[src/rtl/timekeep_pkg.sv]
// timekeep_pkg: digit indices, per-digit BCD maximums and digit-count helper
// shared by the timekeeper datapath and its digit cells.
package timekeep_pkg;
    localparam int SONES = 0;
    localparam int STENS = 1;
    localparam int MONES = 2;
    localparam int MTENS = 3;
    localparam int HONES = 4;
    localparam int HTENS = 5;
    localparam logic [3:0] SONES_MAX = 4'd9;
    localparam logic [3:0] STENS_MAX = 4'd5;
    localparam logic [3:0] MONES_MAX = 4'd9;
    localparam logic [3:0] MTENS_MAX = 4'd5;
    localparam logic [3:0] HONES_MAX = 4'd9;

    function automatic int ndig(input int has_hours);
        return has_hours != 0 ? 6 : 4;
    endfunction

    function automatic logic [3:0] dmax(input int i, input int hour_max);
        return i == HTENS ? 4'(hour_max / 10) :
               i == HONES ? HONES_MAX :
               i == MTENS ? MTENS_MAX :
               i == MONES ? MONES_MAX :
               i == STENS ? STENS_MAX : SONES_MAX;
    endfunction
endpackage

[src/rtl/bcd_updown_digit.sv]
// bcd_updown_digit: one BCD digit counting up or down within 0..mx, with a
// clamped load, a synchronous clear and a carry/borrow-out flag.
module bcd_updown_digit (
    input  logic       clk,
    input  logic       rst,
    input  logic       cnt,
    input  logic       up,
    input  logic       zro,
    input  logic       ld,
    input  logic [3:0] ld_num,
    input  logic [3:0] mx,
    output logic [3:0] q,
    output logic       co
);
    always_ff @(posedge clk or posedge rst)
        if (rst) q <= '0;
        else if (ld) q <= ld_num > mx ? mx : ld_num;
        else if (zro) q <= '0;
        else if (cnt) q <= up ? (q >= mx ? 4'd0 : q + 4'd1) : (q == 4'd0 ? mx : q - 4'd1);

    assign co = up ? q >= mx : q == 4'd0;
endmodule

[src/rtl/bcd_timekeeper_dp.sv]
// bcd_timekeeper_dp: HH:MM:SS or MM:SS BCD up/down timekeeper with clamped
// per-digit load, wrap/expiry pulses and a display digit selector.
module bcd_timekeeper_dp
    import timekeep_pkg::*;
#(
    parameter int HAS_HOURS = 1,
    parameter int HOUR_MAX = 23,
    localparam int NDIG = ndig(HAS_HOURS)
) (
    input  logic              clk,
    input  logic              rst,
    input  logic              tick,
    input  logic              run,
    input  logic              dir,
    input  logic              ld_en,
    input  logic [2:0]        ld_sel,
    input  logic [3:0]        ld_num,
    input  logic              disp_adv,
    input  logic              pulse_in,
    input  logic              alarm_flash,
    output logic [4*NDIG-1:0] o_digits,
    output logic              o_wrap,
    output logic              o_expired,
    output logic              o_pulse,
    output logic [4:0]        led
);
    logic [3:0] d [6];
    logic [5:0] co;
    logic [6:0] c;
    logic [6:0] hrs;
    logic [2:0] sel;
    logic cen, step, wrap_n, exp_n;

    assign cen = tick & run & ~ld_en;
    always_comb begin
        c[0] = 1'b1;
        for (int k = 0; k < 6; k++) c[k+1] = c[k] & co[k];
    end
    // Down-counting parks at all zeros: c[6] is a borrow through every digit.
    assign step = cen & ~(~dir & c[6]);
    assign hrs = 7'(d[HTENS]) * 7'd10 + 7'(d[HONES]);
    assign wrap_n = step & dir & c[HONES] & (HAS_HOURS == 0 || hrs >= 7'(HOUR_MAX));
    assign exp_n = step & ~dir & (d[SONES] == 4'd1) &
                   ~|{d[HTENS], d[HONES], d[MTENS], d[MONES], d[STENS]};

    for (genvar i = 0; i < 6; i++) begin : g_dig
        if (i < NDIG) begin : g_on
            bcd_updown_digit u_dig (
                .clk    (clk),
                .rst    (rst),
                .cnt    (step & c[i]),
                .up     (dir),
                .zro    (i >= HONES && wrap_n),
                .ld     (ld_en && ld_sel == 3'(i)),
                .ld_num (ld_num),
                .mx     (dmax(i, HOUR_MAX)),
                .q      (d[i]),
                .co     (co[i])
            );
            assign o_digits[4*i +: 4] = d[i];
        end else begin : g_off
            assign d[i] = '0;
            assign co[i] = 1'b1;
        end
    end

    always_ff @(posedge clk or posedge rst)
        if (rst) begin
            sel <= '0;
            o_wrap <= 1'b0;
            o_expired <= 1'b0;
        end else begin
            sel <= disp_adv ? (sel == 3'(NDIG - 1) ? 3'd0 : sel + 3'd1) : sel;
            o_wrap <= wrap_n;
            o_expired <= exp_n;
        end

    assign o_pulse = pulse_in | ~run;
    assign led = alarm_flash ? {5{pulse_in}} : {o_pulse, d[sel]};
endmodule

[config.mk]
export PLATFORM = sky130hd
export DESIGN_NAME = bcd_timekeeper_dp
export DESIGN_NICKNAME = d
export VERILOG_FILES = /design/src/rtl/timekeep_pkg.sv /design/src/rtl/bcd_updown_digit.sv /design/src/rtl/bcd_timekeeper_dp.sv
export SDC_FILE = /design/constraint.sdc
export NUM_CORES = 1
export LEC_CHECK = 0
export BUFFER_PORTS_ARGS = -buffer_cell sky130_fd_sc_hd__buf_2
export CORE_MARGIN = 4
export CORE_UTILIZATION = 50
export CTS_CLUSTER_DIAMETER = 30
export DETAILED_ROUTE_END_ITERATION = 8
export PLACE_DENSITY = 0.81
export SLEW_MARGIN = 20
export SYNTH_ARGS = -nofsm -noshare
export SYNTH_HDL_FRONTEND = slang
export SYNTH_SLANG_ARGS = --single-unit
[constraint.sdc]
create_clock -name clk -period 3.11 [get_ports clk]
set_clock_uncertainty 0.15 [all_clocks]
set_input_delay 0.1555 -clock clk [delete_from_list [all_inputs] [get_ports clk]]
set_output_delay 0.1555 -clock clk [all_outputs]
set_load 0.005 [all_outputs]
==> results.cfg <==
[pwr]
p_per_area_mw_per_mm2 = 702
vdd_ir_drop_max_mv = 0.520
p_leak_uw = 0.00167

[hold_path]
holdCritPathClass = in2reg
min_path_cells = 3
min_to = g_dig[3].g_on.u_dig.q[1]
min_from = ld_num[1]

[logic_synthesis]
synth_edf_count = 0
syn_nets = 428
ys_seq_area_share_pct = 22.7
synth_area_mm2 = 0.00320
syn_inst = 386
ys_types = 70
synth-seq-cells = 29
yosysTopAreaCell = dfrtp_1
syn_avg_cell_area_um2 = 8.29
yosysTopAreaCellShare_pct = 22.7
ys_top_cells_by_area = dfrtp_1 (23%), ha_1 (9.4%), mux2i_1 (6.9%)
async_reset_ff_share_pct = 100
ys.warnings.count = 0
synth-main-ff-cell = dfrtp_1

[run_status]
status = completed

[global_route]
grt_pass1_vias = 3135
grt_max_degree = 35
grt_pass1_wl_um = 15300
grt-ovfl-total = 0
antenna_found_initial = 0
track_usage_pct = 25.1

[route]
viasPerCell = 6.48
remaining_drc_errors = 0
ant_nets = 0
dr_total_vias = 3337
dr.pass1.iters = 5
finalWirelength_um = 9190
first_iter_violations = 284
avgRoutedWirePerCell_um = 17.8

[critical_path]
r2r_end = g_dig[0].g_on.u_dig.q[2]
cp_data_required_time_ns = 3.13
crit_fanout = 9
rrSetupSlack_ns = 0.14
worstRegToRegCells = 8
startpoint_type = register
arrival_ns = 3.00
critPathCaptureType = register
path_class = reg2reg
r2r-start = g_dig[4].g_on.u_dig.q[1]

[placement]
portBuffers = 47
gp_congestion = 0.946
place_area_mm2 = 0.00357
dpl.hpwl_um = 6880
place_inst = 505

[clock_tree]
cts_htree_levels = 2
clock_latency_ns = 0.29
clock_path_buffers = 2
cts_root_buf = clkbuf_8
numClockSinks = 29
cts_setup_buffers = 0
clk_pin_slew_ns = 0.07
tritoncts = done
numCtsBuffers = 5

[timing]
fmax_mhz = 336
rsz0062_at_grt = false
setup_viol = 0
tightest_slew_ns = 0.614
slew_violations = 0
fin_setup_tns_ns = 0
period_share_pct = 95.6
final.min_clock_period_ns = 2.97
slew_headroom_pct = 58.8
finalHoldViolations = 0

[floorplan]
die_w_um = 88.0
io_pins = 48
rows = 28
start_util_pct = 52.8
die_h_um = 88.0
core-area_mm2 = 0.00606
die_area_mm2 = 0.00774

[run]
maxCapViolations = 0

[final_layout]
fin_area_mm2 = 0.00368
area_growth_pct = 15.1
layout-drive-gt1-share_pct = 21.8
antenna_cells = 0
layout.nets = 481
finalNonFillerCells = 515
[layer usage]
metal  global-route usage (%)  vias up  part of all wire [%]
li1                         -     1540                     -
met1                     34.0     1579                    43
met2                     40.2      182                    45
met3                     4.61       36                   9.2
met4                     8.79        0                   2.9
met5                        0        -                     0
[critical path: stages (launching register included)]
cell	delay, ns
dfrtp_1	0.47
inv_1	0.13
ha_1	0.29
or3b_1	0.44
or4_4	0.51
nor4_4	0.27
a21o_2	0.26
nor3b_1	0.07
a221o_1	0.26
[cells in the mapped netlist (2+ instances only)]
| cell | n |
|---|---|
| a211oi_1 | 3 |
| a21o_1 | 4 |
| a21oi_1 | 21 |
| a221o_1 | 3 |
| a22oi_1 | 2 |
| a2bb2oi_1 | 3 |
| a311oi_1 | 4 |
| a31oi_1 | 3 |
| a32o_1 | 2 |
| and3_1 | 3 |
| buf_1 | 3 |
| buf_2 | 5 |
| buf_4 | 2 |
| clkbuf_1 | 11 |
| dfrtp_1 | 29 |
| fa_1 | 2 |
| ha_1 | 24 |
| inv_1 | 26 |
| mux2_2 | 2 |
| mux2i_1 | 22 |
| mux4_2 | 6 |
| nand2_1 | 24 |
| nand2b_1 | 10 |
| nand3_1 | 14 |
| nand3b_1 | 2 |
| nand4_1 | 2 |
| nand4b_1 | 2 |
| nor2_1 | 30 |
| nor2b_1 | 4 |
| nor3_1 | 17 |
| nor3b_2 | 2 |
| nor4_1 | 7 |
| nor4b_1 | 4 |
| o21a_1 | 6 |
| o21ai_0 | 20 |
| o21ai_1 | 6 |
| o21bai_1 | 3 |
| o22ai_1 | 8 |
| o31ai_1 | 4 |
| o32ai_1 | 2 |
| or2_2 | 3 |
| or3b_1 | 3 |
| or3b_2 | 2 |
| xnor2_1 | 4 |
| xor2_1 | 2 |
[cell usage in the layout, fill, tap and decap left out, types with 7 or more instances in the layout]
| cell | instances |
|---|---|
| a21oi_1 | 21 |
| buf_2 | 47 |
| buf_4 | 18 |
| dfrtp_1 | 29 |
| ha_1 | 24 |
| inv_1 | 26 |
| mux2i_1 | 22 |
| nand2_1 | 24 |
| nand2b_1 | 10 |
| nand3_1 | 14 |
| nor2_1 | 30 |
| nor3_1 | 17 |
| nor4_1 | 7 |
| o21ai_0 | 20 |
| o22ai_1 | 8 |
[power by group]
part	internal [uW]	total, uW	switching [uW]
clock	155	313	158
sequential	484	727	243
combinational	743	1540	801
[registers in the layout (all words and copies together), names as in the netlist]
signal              count
o_wrap                  1
o_expired               1
sel                     3
g_dig.g_on.u_dig.q     24
[stage by stage]
| step | setup slack [ns] | hold WS, ns | utilization, % | total power [uW] |
|---|---|---|---|---|
| final | 0.137 | 0.0127 | 60.8 | 2580 |
| after global routing | 0.00770 | 0.0328 | 60.8 | 2800 |
| after CTS | 0.178 | 0.00649 | 60.6 | 2560 |
| after detailed placement | 0.209 | 0.108 | 58.9 | 2240 |
| after global placement | 0.305 | 0.0942 | 58.9 | 2190 |
| after floorplan | 0.302 | 0.0836 | - | 1750 |
[what timing repair did]
action | in CTS | in global routing
endpoints found under the setup margin | 0 | 1
endpoints found under the hold margin | 30 | 0
gates resized for setup | 0 | 1
hold buffers | 2 | 0
[cell families after synthesis]
logic type	synth area share (%)
AND/OR/NAND/NOR	23.3
adder cells (fa/ha/maj)	10.6
buffers and inverters	6.06
flip-flops	22.7
multiplexers	12.2
XOR/XNOR	1.64
AO/OA/AOI/OAI	23.5
[final cells by class]
class                           instances  area, um^2
Tap cell                               75        93.8
Multi-Input combinational cell        309        2290
Fill cell                             539        2380
Inverter                               27         101
Timing Repair Buffer                   67         390
Clock buffer                            6        72.6
Clock inverter                          2        10.0
Sequential cell                        29         726
[worst max path at each step]
stage                             startpoint                       end  slack, ns  cells after the start
floorplan           g_dig[4].g_on.u_dig.q[0]  g_dig[0].g_on.u_dig.q[2]       0.30                      9
global placement    g_dig[4].g_on.u_dig.q[1]  g_dig[0].g_on.u_dig.q[2]       0.31                      8
detailed placement  g_dig[4].g_on.u_dig.q[1]  g_dig[0].g_on.u_dig.q[2]       0.21                      8
CTS                 g_dig[4].g_on.u_dig.q[1]  g_dig[0].g_on.u_dig.q[2]       0.18                      8
global route        g_dig[4].g_on.u_dig.q[1]  g_dig[0].g_on.u_dig.q[2]      0.008                      8
finish              g_dig[4].g_on.u_dig.q[1]  g_dig[0].g_on.u_dig.q[2]       0.14                      8
(Power assumes the default switching activity.)
